<file path="src/rtl/euler_result_tx.sv">
// rtl/euler_result_tx.sv - latch a solver result on isEnd rise and stream it as decimal ASCII plus newline
module euler_result_tx #(
    parameter int WIDTH  = 32,
    parameter int DIGITS = 10
) (
    input  logic             clk,
    input  logic             reset,
    input  logic             isEnd,
    input  logic [WIDTH-1:0] sum,
    output logic [7:0]       tx_data,
    output logic             tx_valid,
    input  logic             tx_ready,
    output logic             busy,
    output logic             done
);

    localparam int PW = (DIGITS > 1) ? $clog2(DIGITS) : 1;
    localparam int CW = $clog2(WIDTH) + 1;

    typedef enum logic [2:0] {
        S_IDLE,
        S_CONVERT,
        S_SEND,
        S_NL,
        S_DONE
    } state_t;

    state_t              state;
    logic                isend_q;
    logic [WIDTH-1:0]    bin_q;
    logic [4*DIGITS-1:0] bcd_q;
    logic [CW-1:0]       cnt_q;
    logic [PW-1:0]       ptr_q;

    logic [4*DIGITS-1:0] bcd_adj;
    logic [4*DIGITS-1:0] bcd_next;
    logic [PW-1:0]       msnz;

    function automatic logic [3:0] nib(input logic [4*DIGITS-1:0] v, input logic [PW-1:0] p);
        return v[{p, 2'b00} +: 4];
    endfunction

    function automatic logic [7:0] ascii(input logic [3:0] d);
        return 8'h30 + {4'h0, d};
    endfunction

    // One double-dabble step, plus the leading-digit search on its result
    // (only consumed on the final conversion step).
    always_comb begin
        bcd_adj = bcd_q;
        for (int i = 0; i < DIGITS; i++) begin
            if (bcd_q[4*i +: 4] >= 4'd5) begin
                bcd_adj[4*i +: 4] = bcd_q[4*i +: 4] + 4'd3;
            end
        end
        bcd_next = {bcd_adj[4*DIGITS-2:0], bin_q[WIDTH-1]};
        msnz = '0;
        for (int i = 0; i < DIGITS; i++) begin
            if (bcd_next[4*i +: 4] != 4'd0) begin
                msnz = PW'(i);
            end
        end
    end

    always_ff @(posedge clk or negedge reset) begin
        if (!reset) begin
            state    <= S_IDLE;
            isend_q  <= 1'b1;
            bin_q    <= '0;
            bcd_q    <= '0;
            cnt_q    <= '0;
            ptr_q    <= '0;
            tx_data  <= 8'h00;
            tx_valid <= 1'b0;
            busy     <= 1'b0;
            done     <= 1'b0;
        end else begin
            isend_q <= isEnd;
            case (state)
                S_IDLE: begin
                    if (isEnd && !isend_q) begin
                        bin_q <= sum;
                        bcd_q <= '0;
                        cnt_q <= '0;
                        busy  <= 1'b1;
                        state <= S_CONVERT;
                    end
                end
                S_CONVERT: begin
                    bcd_q <= bcd_next;
                    bin_q <= {bin_q[WIDTH-2:0], 1'b0};
                    cnt_q <= cnt_q + 1'b1;
                    if (cnt_q == CW'(WIDTH - 1)) begin
                        ptr_q    <= msnz;
                        tx_data  <= ascii(nib(bcd_next, msnz));
                        tx_valid <= 1'b1;
                        state    <= S_SEND;
                    end
                end
                S_SEND: begin
                    if (tx_ready) begin
                        if (ptr_q == '0) begin
                            tx_data <= 8'h0A;
                            state   <= S_NL;
                        end else begin
                            ptr_q   <= ptr_q - 1'b1;
                            tx_data <= ascii(nib(bcd_q, ptr_q - 1'b1));
                        end
                    end
                end
                S_NL: begin
                    if (tx_ready) begin
                        tx_valid <= 1'b0;
                        tx_data  <= 8'h00;
                        busy     <= 1'b0;
                        done     <= 1'b1;
                        state    <= S_DONE;
                    end
                end
                S_DONE: begin
                    // Re-arm only once the solver drops its completion level.
                    if (!isEnd) begin
                        done  <= 1'b0;
                        state <= S_IDLE;
                    end
                end
                default: state <= S_IDLE;
            endcase
        end
    end

endmodule

</file>
<file path="config.mk">
export PLATFORM = sky130hd
export DESIGN_NAME = euler_result_tx
export DESIGN_NICKNAME = d
export VERILOG_FILES = /design/src/rtl/euler_result_tx.sv
export SDC_FILE = /design/constraint.sdc
export NUM_CORES = 1
export LEC_CHECK = 0
export ABC_AREA = 0
export BUFFER_PORTS_ARGS = -buffer_cell sky130_fd_sc_hd__buf_2
export CORE_ASPECT_RATIO = 1.4
export CORE_MARGIN = 1.5
export CORE_UTILIZATION = 60
export DETAILED_ROUTE_END_ITERATION = 10
export GPL_TIMING_DRIVEN = 0
export PLACE_DENSITY_LB_ADDON = 0.12
export SETUP_SLACK_MARGIN = 0.02
export SLEW_MARGIN = 30
export SYNTH_ARGS = -nofsm -noshare
export SYNTH_HDL_FRONTEND = slang
export SYNTH_SLANG_ARGS = --single-unit
</file>
<file path="constraint.sdc">
create_clock -name clk -period 10.15 [get_ports clk]
set_input_delay 0.5075 -clock clk [delete_from_list [all_inputs] [get_ports clk]]
set_output_delay 0.5075 -clock clk [all_outputs]
set_load 0.05 [all_outputs]
</file>
## Yosys cells after proc, flatten, opt, wreduce, memory -nomap -nowiden

Cells that the tools add are included.
Widths: inputs -> output; s select.

- Flip-flop bits (word level): 97
- Input bits: 36

- Add/sub/neg operators: 14
- Order comparisons: 10
- Eq/ne operators: 12
- Shift operators: 2
- Muxes and demuxes: 49
- Reductions and logical operators: 26

Operator list:

| cell | count |
|---|---|
| $mux 4 | 20 |
| $pmux 40 s2 | 1 |
| $shiftx 40x7->4 | 2 |
| $pmux 32 s2 | 1 |
| $ge 4x3->1 const B | 10 |
| $mux 40 | 1 |
| $add 4x2->4 const B | 9 |
| $reduce_bool 4->1 | 9 |
| $mux 32 | 1 |
| $mux 8 | 3 |
| $pmux 8 s3 | 1 |
| $mux 3 | 7 |
| $pmux 3 s5 | 1 |
| $add 6x4->7 const A | 2 |
| $ne 2x2->1 const B | 7 |
| $pmux 6 s2 | 1 |
| $reduce_bool 2->1 | 5 |
| $reduce_and 3->1 | 3 |
| $pmux 4 s2 | 1 |
| $reduce_and 4->1 | 2 |
| $mux 7 | 1 |
| $add 6x1->6 const B | 1 |
| $eq 3x2->1 const B | 2 |
| $eq 6x5->1 const B | 1 |
| other kinds (14) | 21 |

## Longest topological paths before layout

- Depth in word-level cells: 16
- Depth in mapped cells: 13
- Gate-level depth less buffers: 11

## Worst setup path before layout

No wires, ideal clock.

- Path type: register to register
- Start: reg ptr_q[0]
- End: reg tx_data[2]
- Library setup time: 126 ps
- Arrival time: 3,170 ps
- Data required time: 10,024 ps
- Setup slack: 6,853 ps
- Stages on the path, launching flop included: 13
- Cells stage by stage: dfrtp_1 clkbuf_1 buf_1 inv_1 ha_1 buf_1 mux4_2 mux2i_1 o22ai_1 a21boi_0 nand2_1 o31a_1 a311o_1

- Longest elaborated chain between the ends: 6
- Elaborated cells between the ends (all ways): 7
- Those cells by class: add/sub: 2; shift: 1; mux: 3; reduce/logical: 1

RTL lines:

| element | line | RTL |
|---|---|---|
| start, declared | 33 | `logic [PW-1:0] ptr_q;` |
| start signal, assigned | 94 | `ptr_q <= msnz;` |
| start signal, assigned | 106 | `ptr_q <= ptr_q - 1'b1;` |
| $sub 4x1->4 | 107 | `tx_data <= ascii(nib(bcd_q, ptr_q - 1'b1));` |
| $shiftx 40x7->4 | 40 | `return v[{p, 2'b00} +: 4];` |
| $add 6x4->7 | 44 | `return 8'h30 + {4'h0, d};` |
| $mux 7 (*) | 102 | `if (ptr_q == '0) begin` |
| $mux 8 (*) | 101 | `if (tx_ready) begin` |
| $pmux 8 s3 (*) | 79 | `case (state)` |
| end signal, assigned | 95 | `tx_data <= ascii(nib(bcd_next, msnz));` |
| end signal, assigned | 107 |  |
| end, declared | 10 | `output logic [7:0] tx_data,` |

Mark *: on every way between the ends. The rest lies on a longest branch, timed or not. The select of a mux whose other input is x is not followed.
A chain may end at the register's enable or synchronous reset.

## Final worst setup path

Ends and elaborated chain as after synthesis.

==> impl_metrics.toml <==
[setup_path]
r2r_cells = 13
path_class = "flip-flop to flip-flop"
reg2reg_slack_ns = 5.54
slowest_delay_ns = 0.66
endpoint_kind = "flip-flop"
path_delay_family = "buffers and inverters"
crit_required_ns = 10.37
startpoint_type = "flip-flop"
worst-path-stages = 13
r2r_end = "tx_data[2]"
cp_num_buf_inv = 5
path_cells = "clkbuf_1, buf_1, inv_1, ha_1, buf_1, mux4_2, mux2i_1, o22ai_1, a21boi_0, o2bb2ai_1, inv_1, o31a_1, a311o_1"
cp_max_fo = 10
reg2reg_from = "ptr_q[0]"
crit_arrival_ns = 4.83
cpMaxStageDelayCell = "buf_1"

[logic_synthesis]
ys_types = 61
async_flop_share_pct = 100.0
synthCells = 687
synth_ff_type = "dfrtp_1"
netlist_area_mm2 = 0.005904
synth_edf_count = 0
ys_warn_count = 0
synth_seq_area_share_pct = 39.86
synth.avg_cell_area_um2 = 8.594
synth_top_area_share_pct = 39.42
yosys.area.top_type = "dfrtp_1"
ys_ff_latch = 94
synthTopCellsByArea = "dfrtp_1 39%, nand2_1 7.2%, o21ai_0 6.4%"

[sta]
slew_headroom_pct = 38.82
finalCritPeriodShare_pct = 45.45
finalSetupTns_ns = 0
finalHoldViolations = 0
max_freq_mhz = 216.8
rsz0062_at_grt = "false"
layout_min_cycle_time_ns = 4.614
finalMaxSlewViolations = 0
finalSetupViolations = 0
tightest_slew_ns = 0.9177
skew_ns = 0.008118

[cts]
ctsResizeCount = 0
cts-buffers-inserted = 9
cts_hold_buffers = 0
path_clk_slew_ns = 0.07
insertion_delay_ns = 0.35
cts-htree-levels = 3
clock-sinks = 94
cts-root-buf = "clkbuf_16"
cts_tree = "built"
cts_setup_buffers = 0
cts_buffer_depth = 2

[floorplan]
num_rows = 42
design.core.area_mm2 = 0.009512
ios = 47
die_w_um = 86.84
start_util_pct = 62.08
dieHeight_um = 120.4
die_area_mm2 = 0.01045

[power]
power.leakage_nw = 2.992
seqPwrFrac_pct = 28.7
clkPwrFrac_pct = 13.6
p_per_area_mw_per_mm2 = 373.9
intPower_w = 0.001247
p_sw_w = 0.001231
comb_power_share_pct = 57.7
ir_worst_vdd_mv = 0.2037
sw_frac_of_total_pct = 49.68

[layout]
fin_nets = 802
n_antenna_cell = 0
layout-drive-gt1-share_pct = 11.75
syn2layout_area_growth_pct = 12.23
fin_area_mm2 = 0.006626

[global_routing]
grt_antenna_before_repair = 0
grt_pass1_vias = 5383
grt_pass1_wl_mm = 26.87
grt_usage_pct = 33.63
grt_overflow_total = 0
grt_max_degree = 59

[run_status]
status = "complete, no violations"

[placement]
dp_hpwl_mm = 12.48
gp_congestion = 0.9350
placed_area_mm2 = 0.006334
numPortBuffers = 44

[drt]
wire_per_inst_um = 18.63
drtAntennaViolNets = 0
dr.first_iter.drc_count = 493
viasPerCell = 6.163
finalWirelength_mm = 16.41
drc_errors = 0
drt-pass1-iter-count = 5
routed-via-count = 5430

[worst_hold_path]
min_path_type = "input pin to async pin"

[run]
max_cap_viol_count = 0
-- sequential cells by signal (all words and copies together), names as in the netlist --
signal and count:
state 3, done 1, tx_data 5, busy 1, bcd_q 40, isend_q 1
ptr_q 4, cnt_q 6, bin_q 32, tx_valid 1
-- worst max path at each step --
stage                  start    endpoint  slack, ns
global route        ptr_q[0]  tx_data[2]       5.47
floorplan           ptr_q[0]  tx_data[2]       6.85
finish              ptr_q[0]  tx_data[2]       5.54
CTS                 ptr_q[0]  tx_data[2]       5.68
global placement    ptr_q[0]  tx_data[2]       5.79
detailed placement  ptr_q[0]  tx_data[2]       5.71
-- worst register-to-register path: cells and delay by family (launching register included) --
kind	cells	cell delay [ns]
flip-flops	1	0.32
multiplexers	2	0.65
adder cells (fa/ha/maj)	1	0.31
buffers and inverters	5	1.96
AO/OA/AOI/OAI	5	1.24
-- metal layers --
metal,track usage [%],routed length [um],vias to the layer above
li1,-,-,2575
met1,40.33,6550,2599
met2,56.64,8281,198
met3,4.983,728,58
met4,19.46,850,0
met5,0,0,-
-- synthesized netlist by cell type, types with 3 or more instances --
master / number
a21boi_0: 4
a21o_1: 3
a21oi_1: 39
a22oi_1: 30
a31oi_1: 5
and2_1: 6
and3_1: 7
buf_1: 4
buf_4: 3
clkbuf_1: 28
dfrtp_1: 93
ha_1: 22
inv_1: 31
mux2i_1: 16
mux4_2: 8
nand2_1: 114
nand2b_1: 14
nand3_1: 47
nand4_1: 3
nor2_1: 25
nor2b_1: 7
nor3_1: 12
nor3b_1: 14
o211a_1: 3
o211ai_1: 3
o21ai_0: 75
o21bai_1: 3
o22ai_1: 4
o2bb2ai_1: 3
o31ai_1: 6
or2_2: 3
or3_1: 4
or3b_1: 3
xnor2_1: 10
xor2_1: 3
-- cell type report --
class,instances,area (um2)
Sequential cell,94,2354
Clock inverter,5,40.04
Tap cell,132,165.2
Inverter,31,116.4
Timing Repair Buffer,45,254.0
Buffer,36,153.9
Fill cell,766,2885
Clock buffer,11,252.7
Multi-Input combinational cell,527,3291
-- power by group through the flow --
stage	Combinational, W	Sequential [W]	Clock (W)
after floorplan	0.00101	0.000695	0
after global placement	0.00135	0.000702	0
after detailed placement	0.00140	0.000712	0
after CTS	0.00141	0.000707	0.000335
after global routing	0.00158	0.000735	0.000353
final	0.00143	0.000712	0.000336
-- stage by stage --
stage	hold WS (ns)	setup WS (ns)	power, W	instances	util, %
6_report	0.05302	5.536	0.002477	881	69.67
5_1_grt	0.07847	5.468	0.002666	881	69.67
2_1_floorplan	0.2119	6.853	0.001704	688	-
4_1_cts	0.07090	5.682	0.002449	881	69.67
3_5_place_dp	0.4339	5.713	0.002113	865	66.59
3_3_place_gp	0.4605	5.790	0.002050	864	66.17
-- cell families after synthesis --
group,Yosys count,share of synthesized area (%)
AO/OA/AOI/OAI,195,20.41
XOR/XNOR,13,1.928
adder cells (fa/ha/maj),22,4.662
buffers and inverters,67,4.577
flip-flops,94,39.86
multiplexers,26,6.145
other,1,0.06351
AND/OR/NAND/NOR,269,22.36
-- placed cells by master (no fill, tap or decap), types with 3 or more instances in the layout --
cell       instances
nor2_1            25
or3_1              4
mux4_2             8
dfrtp_1           93
a21boi_0           4
or3b_1             3
nand2_1          114
buf_2             43
nand3_1           47
o22ai_1            4
clkbuf_16          9
o31ai_1            6
nand2b_1          14
a22oi_1           30
buf_1              4
o211a_1            3
a31oi_1            5
nor3_1            12
or2_2              3
clkbuf_1          28
xor2_1             3
nor3b_1           14
and2_1             6
buf_4              3
a21o_1             3
and3_1             7
o21ai_0           75
mux2i_1           16
nand4_1            3
xnor2_1           10
inv_1             31
o2bb2ai_1          3
nor2b_1            7
o211ai_1           3
o21bai_1           3
ha_1              22
a21oi_1           39
(Power assumes the default switching activity.)
